===== config.mk =====
export PLATFORM = sky130hd
export DESIGN_NAME = inv_mix_columns_seq_flat
export DESIGN_NICKNAME = d
export VERILOG_FILES = /design/src/rtl/inv_mix_columns_seq_if.sv /design/src/rtl/inv_mix_columns_seq.sv /design/src/flat_wrapper.sv
export SDC_FILE = /design/constraint.sdc
export NUM_CORES = 1
export LEC_CHECK = 0
export BUFFER_PORTS_ARGS = -buffer_cell sky130_fd_sc_hd__buf_2
export CAP_MARGIN = 20
export CORE_UTILIZATION = 45
export CTS_CLUSTER_DIAMETER = 100
export DETAILED_ROUTE_END_ITERATION = 10
export HOLD_SLACK_MARGIN = 0.1
export PLACE_DENSITY = 0.69
export SYNTH_ARGS = -nofsm -noshare
export SYNTH_HDL_FRONTEND = slang
export SYNTH_SLANG_ARGS = --single-unit

===== constraint.sdc =====
create_clock -name clk -period 4.37 [get_ports clk]
set_input_delay 0.437 -clock clk [delete_from_list [all_inputs] [get_ports clk]]
set_output_delay 0.437 -clock clk [all_outputs]
set_load 0.005 [all_outputs]

===== src/rtl/inv_mix_columns_seq_if.sv =====
// Valid/ready handshake bundle for the iterative AES InvMixColumns engine.
// Master drives the input state and consumes the result; slave is the engine.
interface inv_mix_columns_seq_if;
  logic         in_valid;
  logic         in_ready;
  logic [127:0] state_in;
  logic         out_valid;
  logic         out_ready;
  logic [127:0] state_out;

  modport master (
    output in_valid, state_in, out_ready,
    input  in_ready, out_valid, state_out
  );

  modport slave (
    input  in_valid, state_in, out_ready,
    output in_ready, out_valid, state_out
  );
endinterface


===== src/rtl/inv_mix_columns_seq.sv =====
// Iterative AES InvMixColumns: COLS_PER_CYCLE columns per clock, IDLE/BUSY/DONE.
// Optional INV_MIX_COLUMNS_FWD_EN adds a `fwd` port selecting the forward matrix.
module inv_mix_columns_seq #(
  parameter int COLS_PER_CYCLE = 1
) (
  input  logic                   clk,
  input  logic                   rst_n,
`ifdef INV_MIX_COLUMNS_FWD_EN
  input  logic                   fwd,
`endif
  inv_mix_columns_seq_if.slave   bus,
  output logic                   busy
);

  if (COLS_PER_CYCLE != 1 && COLS_PER_CYCLE != 2 && COLS_PER_CYCLE != 4) begin : g_bad_cols
    $error("COLS_PER_CYCLE must be 1, 2 or 4");
  end

  typedef enum logic [1:0] {IDLE, BUSY, DONE} state_e;

  state_e           state_q, state_d;
  logic [3:0][31:0] work_q, work_d;
  logic [3:0][31:0] out_q, out_d;
  logic [3:0][31:0] mixed;
  logic [1:0]       idx_q, idx_d;
  logic             last_grp;
  logic             fwd_sel;

  function automatic logic [7:0] xtime(input logic [7:0] x);
    return {x[6:0], 1'b0} ^ (x[7] ? 8'h1b : 8'h00);
  endfunction

  // Rows rotate: output row i takes coefficient k from input row i+k (mod 4).
  function automatic logic [31:0] mix_col(input logic [31:0] col, input logic fwd_m);
    logic [3:0][7:0] a, x2, x4, x8, o;
    logic [1:0]      j1, j2, j3;
    a = col;
    for (int i = 0; i < 4; i++) begin
      x2[i] = xtime(a[i]);
      x4[i] = xtime(x2[i]);
      x8[i] = xtime(x4[i]);
    end
    for (int i = 0; i < 4; i++) begin
      j1 = 2'(i + 1);
      j2 = 2'(i + 2);
      j3 = 2'(i + 3);
      if (fwd_m)
        o[i] = x2[i] ^ (x2[j1] ^ a[j1]) ^ a[j2] ^ a[j3];
      else
        o[i] = (x8[i] ^ x4[i] ^ x2[i]) ^ (x8[j1] ^ x2[j1] ^ a[j1]) ^
               (x8[j2] ^ x4[j2] ^ a[j2]) ^ (x8[j3] ^ a[j3]);
    end
    return o;
  endfunction

`ifdef INV_MIX_COLUMNS_FWD_EN
  logic fwd_q;

  always_ff @(posedge clk or negedge rst_n) begin
    if (!rst_n)
      fwd_q <= 1'b0;
    else if (state_q == IDLE && bus.in_valid)
      fwd_q <= fwd;
  end

  assign fwd_sel = fwd_q;
`else
  assign fwd_sel = 1'b0;
`endif

  assign last_grp = (idx_q == 2'(4 - COLS_PER_CYCLE));

  always_ff @(posedge clk or negedge rst_n) begin
    if (!rst_n) begin
      state_q <= IDLE;
      work_q  <= '0;
      idx_q   <= '0;
      out_q   <= '0;
    end else begin
      state_q <= state_d;
      work_q  <= work_d;
      idx_q   <= idx_d;
      out_q   <= out_d;
    end
  end

  always_comb begin
    state_d = state_q;
    unique case (state_q)
      IDLE:    if (bus.in_valid)  state_d = BUSY;
      BUSY:    if (last_grp)      state_d = DONE;
      DONE:    if (bus.out_ready) state_d = IDLE;
      default: state_d = IDLE;
    endcase
  end

  // The result register is loaded on the final group so DONE presents it stably.
  always_comb begin
    work_d = work_q;
    idx_d  = idx_q;
    out_d  = out_q;
    mixed  = work_q;
    for (int g = 0; g < COLS_PER_CYCLE; g++)
      mixed[idx_q + 2'(g)] = mix_col(work_q[idx_q + 2'(g)], fwd_sel);
    unique case (state_q)
      IDLE: begin
        if (bus.in_valid) begin
          work_d = bus.state_in;
          idx_d  = '0;
        end
      end
      BUSY: begin
        work_d = mixed;
        if (last_grp) begin
          idx_d = '0;
          out_d = mixed;
        end else begin
          idx_d = idx_q + 2'(COLS_PER_CYCLE);
        end
      end
      default: ;
    endcase
  end

  always_comb begin
    bus.in_ready  = (state_q == IDLE);
    bus.out_valid = (state_q == DONE);
    busy          = (state_q == BUSY);
    bus.state_out = out_q;
  end

endmodule


===== src/flat_wrapper.sv =====
// flat-port wrapper written by rule: the top's interface ports become plain ports
module inv_mix_columns_seq_flat 
#(
  parameter int COLS_PER_CYCLE = 1
)
  (clk, rst_n, busy, bus_in_valid, bus_state_in, bus_out_ready, bus_in_ready, bus_out_valid, bus_state_out);
  inv_mix_columns_seq_if bus_i ();
  input  logic clk;
  input  logic rst_n;
  output logic busy;
  input wire logic [$bits(bus_i.in_valid)-1:0] bus_in_valid;
  input wire logic [$bits(bus_i.state_in)-1:0] bus_state_in;
  input wire logic [$bits(bus_i.out_ready)-1:0] bus_out_ready;
  output wire logic [$bits(bus_i.in_ready)-1:0] bus_in_ready;
  output wire logic [$bits(bus_i.out_valid)-1:0] bus_out_valid;
  output wire logic [$bits(bus_i.state_out)-1:0] bus_state_out;
  assign bus_i.in_valid = bus_in_valid;
  assign bus_i.state_in = bus_state_in;
  assign bus_i.out_ready = bus_out_ready;
  assign bus_in_ready = bus_i.in_ready;
  assign bus_out_valid = bus_i.out_valid;
  assign bus_state_out = bus_i.state_out;
  inv_mix_columns_seq #(.COLS_PER_CYCLE(COLS_PER_CYCLE)) u_core (.clk(clk), .rst_n(rst_n), .bus(bus_i), .busy(busy));
endmodule

== Word level (Yosys, flattened, before mapping) ==
Cells that the tools add are included.
W data, S select, Z words.

* Flip-flop bits (word level): 260
* Input bits: 132

* Add/subtract/negate cells: 1
* $lt $le $gt $ge: 2
* Equality and inequality tests: 6
* Mux-type cells: 26
* Bitwise operators: 48
* Reductions and logical operators: 6

{| class="wikitable"
|+ Operators with widths
! cell !! number
|-
| $xor A8 B8 Y8 || 48
|-
| $pmux W128 S2 || 1
|-
| $bwmux W128 || 1
|-
| $mux W128 || 1
|-
| $bmux W32 S2 || 1
|-
| $demux W32 S2 || 1
|-
| $mux W32 || 2
|-
| $mux W5 || 12
|-
| $mux W2 || 5
|-
| $pmux W2 S3 || 1
|-
| $eq A2 B2 Y1 const B || 2
|-
| $ne A2 B2 Y1 const B || 2
|-
| $pmux W2 S2 || 1
|-
| $reduce_and A2 Y1 || 2
|-
| $lt A2 B3 Y1 const B || 1
|-
| $reduce_and A3 Y1 || 1
|-
| $add A2 B1 Y2 const B || 1
|-
| $eq A2 B1 Y1 const B || 1
|-
| $ge A2 B1 Y1 const B || 1
|-
| $logic_not A2 Y1 || 1
|-
| $ne A2 B1 Y1 const B || 1
|-
| $reduce_bool A2 Y1 || 1
|-
| $logic_and A1 B1 Y1 || 1
|}

== Depth between registers and ports, before layout ==
Gate-level depths: netlist of run 1.

* Depth after elaboration: 15
* Depth in mapped cells: 12
* Mapped depth without buffers: 7

== Least setup slack after synthesis of run 1 ==
No wires, ideal clock.

* Path type: register to register
* From: register u_core.idx_q[0]
* To: register u_core.work_q[27] (netlist name)
* Arrival: 3.002 ns
* Data required time: 4.233 ns
* Path slack: 1.230 ns
* Cell stages (with the launch flop): 10
* Buffers on the path: 2
* Period minus slack after synthesis: 3.140 ns
* Path through: dfrtp_1 > buf_6 > mux4_2 > buf_6 > xnor3_2 > xnor2_2 > xor3_2 > xor2_2 > xnor2_2 > o221ai_2

* Cells in the longest elaborated chain, start to end: 13

{| class="wikitable"
|+ RTL lines
! element !! line !! text
|-
| start, declared || inv_mix_columns_seq.sv:25 || <nowiki>logic [1:0] idx_q, idx_d;</nowiki>
|-
| start signal, assigned || inv_mix_columns_seq.sv:82 || <nowiki>idx_q <= idx_d;</nowiki>
|-
| $bmux W32 S2 || inv_mix_columns_seq.sv:104 || <nowiki>mixed[idx_q + 2'(g)] = mix_col(work_q[idx_q + 2'(g)], fwd_sel);</nowiki>
|-
| $mux W32 (not written as such) || inv_mix_columns_seq.sv:104 ||
|-
| $mux W5 / $xor A8 B8 Y8 (equally long branches) || inv_mix_columns_seq.sv:30 || <nowiki>return {x[6:0], 1'b0} ^ (x[7] ? 8'h1b : 8'h00);</nowiki>
|-
| $xor A8 B8 Y8 || inv_mix_columns_seq.sv:30 ||
|-
| $xor A8 B8 Y8 / $mux W5 (equally long branches) || inv_mix_columns_seq.sv:30 ||
|-
| $xor A8 B8 Y8 || inv_mix_columns_seq.sv:30 ||
|-
| $xor A8 B8 Y8 (4 in a row) || inv_mix_columns_seq.sv:50 || <nowiki>o[i] = (x8[i] ^ x4[i] ^ x2[i]) ^ (x8[j1] ^ x2[j1] ^ a[j1]) ^</nowiki>
|-
| $xor A8 B8 Y8 || inv_mix_columns_seq.sv:51 || <nowiki>(x8[j2] ^ x4[j2] ^ a[j2]) ^ (x8[j3] ^ a[j3]);</nowiki>
|-
| $bwmux W128 (*) || inv_mix_columns_seq.sv:104 ||
|-
| $pmux W128 S2 (*) || inv_mix_columns_seq.sv:105 || <nowiki>unique case (state_q)</nowiki>
|-
| end signal, assigned || inv_mix_columns_seq.sv:81 || <nowiki>work_q <= work_d;</nowiki>
|-
| end, declared || inv_mix_columns_seq.sv:22 || <nowiki>logic [3:0][31:0] work_q, work_d;</nowiki>
|}

Every way passes the cells marked *; elsewhere a longest branch is shown, timed or not. The select of a mux whose other input is x is not followed.
A chain may end at the register's enable or synchronous reset.

== Final worst setup path of run 1 ==
* From: register u_core.idx_q[0]
* To: register u_core.work_q[26] (netlist name)

* Cells in the longest elaborated chain, start to end: 13

{| class="wikitable"
|+ RTL lines
! element !! line
|-
| $bmux W32 S2 || inv_mix_columns_seq.sv:104
|-
| $mux W32 (not written as such) || inv_mix_columns_seq.sv:104
|-
| $mux W5 / $xor A8 B8 Y8 (equally long branches) || inv_mix_columns_seq.sv:30
|-
| $xor A8 B8 Y8 / $mux W5 (equally long branches) || inv_mix_columns_seq.sv:30
|-
| $xor A8 B8 Y8 (2 in a row) || inv_mix_columns_seq.sv:30
|-
| $xor A8 B8 Y8 (4 in a row) || inv_mix_columns_seq.sv:50
|-
| $xor A8 B8 Y8 || inv_mix_columns_seq.sv:51
|-
| $bwmux W128 (*) || inv_mix_columns_seq.sv:104
|-
| $pmux W128 S2 (*) || inv_mix_columns_seq.sv:105
|}

Marks and branches as above.

==> out/summary.log, run 1 <==
[setup_path] slowest cell delay on critical path 0.85 ns
[setup_path] CP Launch Type register
[setup_path] number of cells on the worst reg-to-reg path 7
[routing] total routed wirelength 49.1 mm
[setup_path] Crit path buffers/inverters 0
[setup_path] slowest cell on the critical path mux4_1
[cts] deepest level of the CTS H-tree 1
[setup_path] logic depth of the worst setup path including buffers 7
[floorplanning] placeable core region 30700 um^2
[global_route] total global routing overflow 0
[cells_and_area] area used by multi-input combinational logic 7080 um^2
[routing] number of nets with antenna violations after routing 0
[synth] share of synthesized area occupied by flip-flops and latches 0.462
[cells_and_area] area added between synthesis and finish 20.2%
[routing] drt drc 0
[placement] total half-perimeter wirelength after legalization and detailed placement 34.6 mm
[synth] syn_nets 1455
[floorplanning] die boundary width 179 um
[floorplanning] initial core utilization 0.460
[sta] final number of max-transition violations 0
[cts] CTS Hold Bufs 2
[synth] Post-synth EDFFs 0
[sta] worst clock skew 0.0216 ns
[cts] TritonCTS clock tree done
[sta] number of hold violations in the final report 0
[synth] yosys warns 0
[cts] buffer cell driving the clock tree root clkbuf_16
[synth] count of distinct cell types in the synthesized netlist 50
[setup_path] most used cell, CP xnor2_1
[global_route] initial antenna violation count 0
[setup_path] Worst Path Class, Setup reg -> reg
[setup_path] type of destination of the critical path register
[min_path] WHS Path Cells 3
[routing] drt initial violations 1390
[routing] total vias in the final route 12167
[synth] Cell Area, Synth 14100 um^2
[cts] number of buffers created by CTS 29
[setup_path] CP delay by family, top XOR/XNOR gates
[synth] Top FF cell, synth dfrtp_1
[sta] Max-Slew Margin vs Limit 0.249
[cells_and_area] Filler Cell Count 2662
[sta] final critical path time including I/O delays and setup 4.07 ns
[placement] # placed instances 1924
[cells_and_area] antenna diode instance count 0
[outcome] result of the run completed
[floorplanning] number of top-level pins 263
[sta] number of setup violations in the final report 0
[global_route] largest net degree at the start of global routing 126
[placement] worst slack after detailed placement 0.420 ns
[floorplanning] Die Y-Extent 179 um
[synth] average footprint of a synthesized cell 10.7 um^2
[cts] clock input transition at the sequential cells of the worst setup and hold paths 0.07 ns
[cts] CTS resizes 0
[routing] iteration count of the initial detailed-routing pass 7
[floorplanning] area of the die 32000 um^2
[global_route] vias in the first global route 12002
[setup_path] data arrival time of the critical path 4.54 ns
[synth] cell accounting for the most synthesized area dfrtp_1
[cts] largest buffer count on any clock path 3
[cts] sinks on the clock net 260
[synth] most frequent cell after synthesis dfrtp_1
[sta] final worst path period share 0.931
[synth] fraction of post-synthesis cell area in the top cell type by area 0.462
[cts] clock latency on the worst-skew pair 0.56 ns
[routing] vias per std cell 6.15
[sta] Sum Neg Setup Slack 0 ns
[synth] number of cells produced by synthesis 1319
[sta] unrepaired setup endpoints after global routing false
[setup_path] required time worst endpoint 4.84 ns
[global_route] wire length of the first global-routing pass 73.3 mm
[min_path] worst min path class in -> reg
[synth] main area contributors after synthesis dfrtp_1, xnor2_1, o21ai_0
[routing] mean routed wirelength per cell 24.8 um
[cts] post-CTS repair timing setup buffer count 0
[cells_and_area] layout cells sized above 1 0.272
[setup_path] critical-path cell list mux4_1 > xor2_1 > xor3_2 > xnor2_1 > xnor2_1 > o22ai_1 > a21oi_1
[cells_and_area] Register Area 6510 um^2
[setup_path] biggest fanout along the worst timing path 15
[sta] transition time of the tightest slew-check pin 1.12 ns
[floorplanning] number of standard-cell rows in the floorplan 64
[flow_run] number of max-cap violations 0
[global_route] overall routing resource usage 0.309
[sta] maximum clock frequency 246 MHz
[placement] GPL Wtd Cong 0.936
[synth] async set or reset register ratio after synthesis 1.00
[cells_and_area] Net count, final 1698
[placement] number of port buffers 262
[sta] final setup slack of the worst path 0.302 ns
[synth] synthesis-stage register bit count 260
[cells_and_area] final instance count without filler cells 1979
[synth] leading post-synthesis cells by instance count dfrtp_1, o21ai_0, a21oi_1, nand2_1, xnor2_1
[setup_path] setup slack of the most critical reg-to-reg path 0.30 ns
flip-flops by register name, indices dropped and copies added, names as in the netlist:
register / count
u_core.idx_q: 2
u_core.bus.state_out: 128
u_core.work_q: 128
u_core.state_q: 2
stage by stage:
step / hold slack (ns) / cell area (um^2) / util
global placement: 0.456 / 15900 / 0.519
floorplan: 0.141 / 14100 / -
global route: 0.124 / 16900 / 0.552
finish: 0.119 / 16900 / 0.552
detailed placement: 0.461 / 15900 / 0.520
CTS: 0.116 / 16900 / 0.552
tightest hold or removal path, cell delays in order:
cell     delay (ns)
buf_2          0.08
a22oi_1        0.06
o21ai_0        0.06
layer usage:
metal | routed length (um) | vias to the layer above | share of wire | track usage
li1 | - | 5216 | - | -
met4 | 2230 | 0 | 0.045 | 0.135
met2 | 22100 | 799 | 0.45 | 0.474
met3 | 5180 | 159 | 0.11 | 0.0606
met1 | 19500 | 5993 | 0.40 | 0.426
met5 | 0 | - | 0 | 0
logic make-up (layout without fill, tap and decap cells):
family          Yosys count  after routing  share of synthesized area
compound gates          446            446                      0.186
flops                   260            260                      0.462
simple gates            221            221                     0.0662
xor+xnor                189            189                      0.161
buf+inv                 126            390                     0.0390
mux                      73             73                     0.0835
fa+ha+maj                 4              4                    0.00355
cell usage in the layout, fill, tap and decap left out, drive strengths merged, types with 2 or more instances in the layout:
cell	n
xnor2	126
buf	314
o22a	5
o2bb2ai	4
mux4	32
mux2i	41
a32oi	9
o22ai	60
a21oi	133
xnor3	18
a22oi	33
dlygate4sd3	2
a222oi	12
o221ai	2
ha	4
nor3b	4
bufinv	3
inv	25
clkbuf	39
a31oi	5
dfrtp	260
o211ai	3
clkinv	6
nand2b	10
o21ai	153
o21a	21
nand2	116
xor3	7
and3	20
xor2	38
nor2	65
nor2b	3
layout make-up:
class                           instances  share of cell area
Tap cell                              396              0.0292
Multi-Input combinational cell        933               0.418
Inverter                               22             0.00487
Clock inverter                         13             0.00923
Timing Repair Buffer                  316               0.107
Clock buffer                           39              0.0480
Sequential cell                       260               0.384
final timing paths:
check | start | end
min in group asynchronous | rst_n | u_core.state_q[0]$_DFFE_PN0P_
max | u_core.idx_q[0]$_DFFE_PN0P_ | u_core.work_q[26]$_DFFE_PN0P_
max in group asynchronous | rst_n | u_core.work_q[31]$_DFFE_PN0P_
max reg2reg | u_core.idx_q[0]$_DFFE_PN0P_ | u_core.work_q[26]$_DFFE_PN0P_
min reg2reg | u_core.bus.state_out[98]$_DFFE_PN0P_ | u_core.bus.state_out[98]$_DFFE_PN0P_
min | bus_state_in[69] | u_core.work_q[69]$_DFFE_PN0P_
Power of run 1 is not shown: default switching activity piles up to over one toggle a cycle in this logic, so the estimate is an artifact.
==> inputs of run 2 (changes only) <==
Settings changed: CORE_MARGIN set to 4, REMOVE_ABC_BUFFERS set to 1.
==> run 2 against run 1 <==
  * Clock skew fell by 0.011 ns
  * Via count fell by 3.8%
  * Register-to-register slack improved by 0.07 ns
  * Utilization fell by 0.29 points
  * Final cell count barely moved
  * Wire length fell by 2.2%
  * Fmax rose by 1.7%
  * Sequential share of layout area rose by 0.11 points
  * Largest cell class unchanged
  * Highest routed layer unchanged
==> out/summary.log, run 2 (synthesis gave the netlist of run 1 again) <==
[sta] transition time of the tightest slew-check pin 1.23 ns
[cells_and_area] antenna diode instance count 0
[routing] iteration count of the initial detailed-routing pass 7
[sta] final setup slack of the worst path 0.370 ns
[placement] post-placement cell area 15900 um^2
[min_path] worst hold path startpoint bus_state_in[32]
[sta] unrepaired setup endpoints after global routing false
[floorplanning] die boundary width 185 um
[sta] number of hold violations in the final report 0
[cells_and_area] most common cell after layout, fill and taps aside buf_2
[floorplanning] number of top-level pins 263
[floorplanning] placeable core region 30700 um^2
[sta] Fin Hold WS 0.127 ns
[cells_and_area] commonest cells after routing, fill and taps aside buf_2, dfrtp_1, o21ai_0
[setup_path] type of destination of the critical path register
[sta] Max-Slew Margin vs Limit 0.179
[min_path] WHS Path Cells 3
[global_route] overall routing resource usage 0.275
[setup_path] reg-to-reg endpoint u_core.work_q[26]$_DFFE_PN0P_
[routing] total routed wirelength 48.0 mm
[flow_run] number of max-cap violations 0
[cells_and_area] post-route cell area 16900 um^2
[routing] drt drc 0
[placement] # placed instances 1928
[setup_path] Worst Path Class, Setup reg -> reg
[cts] largest buffer count on any clock path 3
[cts] buffer cell driving the clock tree root clkbuf_16
[floorplanning] initial core utilization 0.458
[cts] clock input transition at the sequential cells of the worst setup and hold paths 0.06 ns
[cells_and_area] final instance count without filler cells 1980
[routing] total vias in the final route 11706
[sta] maximum clock frequency 250 MHz
[placement] GPL Wtd Cong 0.989
[setup_path] CP Launch Type register
[floorplanning] Die Y-Extent 185 um
[placement] worst slack after detailed placement 0.405 ns
[routing] number of nets with antenna violations after routing 0
[placement] number of port buffers 262
[setup_path] number of cells on the worst reg-to-reg path 8
[cts] deepest level of the CTS H-tree 1
[sta] final worst path period share 0.915
[min_path] worst-case hold path end point u_core.work_q[32]$_DFFE_PN0P_
[global_route] largest net degree at the start of global routing 126
[routing] drt initial violations 1243
[setup_path] data arrival time of the critical path 4.47 ns
[floorplanning] number of standard-cell rows in the floorplan 64
[outcome] result of the run completed
[global_route] initial antenna violation count 0
[setup_path] biggest fanout along the worst timing path 10
[cts] clock latency on the worst-skew pair 0.55 ns
[setup_path] setup slack of the most critical reg-to-reg path 0.37 ns
[cells_and_area] Net count, final 1700
[placement] total half-perimeter wirelength after legalization and detailed placement 33.8 mm
[cts] TritonCTS clock tree done
[sta] final critical path time including I/O delays and setup 4.00 ns
[sta] final number of max-transition violations 0
[global_route] vias in the first global route 11762
[setup_path] required time worst endpoint 4.84 ns
[floorplanning] area of the die 34200 um^2
[sta] worst clock skew 0.0103 ns
[global_route] total global routing overflow 0
[cts] number of buffers created by CTS 28
[sta] number of setup violations in the final report 0
[setup_path] worst r2r src u_core.idx_q[0]$_DFFE_PN0P_
[cells_and_area] area added between synthesis and finish 19.9%
[cts] sinks on the clock net 260
[routing] mean routed wirelength per cell 24.2 um
[global_route] wire length of the first global-routing pass 71.9 mm
[routing] vias per std cell 5.91
[min_path] worst min path class in -> reg
[cells_and_area] layout cells sized above 1 0.275
[cts] post-CTS repair timing setup buffer count 0
## run 2: cell count changes in the layout (fill, tap and decap cells not counted), sizes merged
| cell | before | now |
|---|---|---|
| clkinvlp | 1 | 3 |
| clkbuf | 39 | 37 |
| bufinv | 3 | 2 |
| clkinv | 6 | 8 |
| buf | 314 | 317 |
| inv | 25 | 22 |
## run 2: routing by layer
metal | vias up | share of wire | track usage
met4 | 0 | 0.027 | 0.0752
met3 | 97 | 0.087 | 0.0544
li1 | 5209 | - | -
met2 | 628 | 0.47 | 0.443
met1 | 5772 | 0.42 | 0.384
met5 | - | 0 | 0
## run 2: what timing repair did
| item | CTS | global route |
|---|---|---|
| resized for setup | 0 | 0 |
| hold buffers | 2 | 0 |
| hold endpoints to repair | 123 | 0 |
## run 2: worst max path at each step
stage	start	to	cells after the start
global placement	u_core.idx_q[0]$_DFFE_PN0P_	u_core.work_q[90]$_DFFE_PN0P_	7
global route	u_core.idx_q[0]$_DFFE_PN0P_	u_core.work_q[26]$_DFFE_PN0P_	8
finish	u_core.idx_q[0]$_DFFE_PN0P_	u_core.work_q[26]$_DFFE_PN0P_	8
detailed placement	u_core.idx_q[0]$_DFFE_PN0P_	u_core.work_q[26]$_DFFE_PN0P_	8
floorplan	u_core.state_q[0]$_DFFE_PN0P_	u_core.bus.state_out[35]$_DFFE_PN0P_	6
CTS	u_core.idx_q[0]$_DFFE_PN0P_	u_core.work_q[26]$_DFFE_PN0P_	8
## run 2: worst max-delay path: stages (launching register included)
cell	delay [ns]
dfrtp_2	0.59
buf_4	0.28
mux4_1	0.82
xnor2_4	0.35
xor3_2	0.50
xnor2_1	0.20
xnor2_1	0.75
o22ai_1	0.22
a21oi_1	0.20
## run 2: per-stage QoR
stage,utilization,setup TNS [ns]
final,0.550,0
after global routing,0.550,0
after CTS,0.550,0
after detailed placement,0.518,0
after global placement,0.518,0
after floorplan,-,-128.36
## run 2: cell type report
| cell class | count | area, um^2 |
|---|---|---|
| Fill cell | 2796 | 13900 |
| Multi-Input combinational cell | 933 | 7080 |
| Timing Repair Buffer | 319 | 1790 |
| Clock buffer | 37 | 806 |
| Inverter | 22 | 82.6 |
| Clock inverter | 13 | 130 |
| Sequential cell | 260 | 6510 |
| Tap cell | 396 | 495 |
Power of run 2 is left out for the same reason.
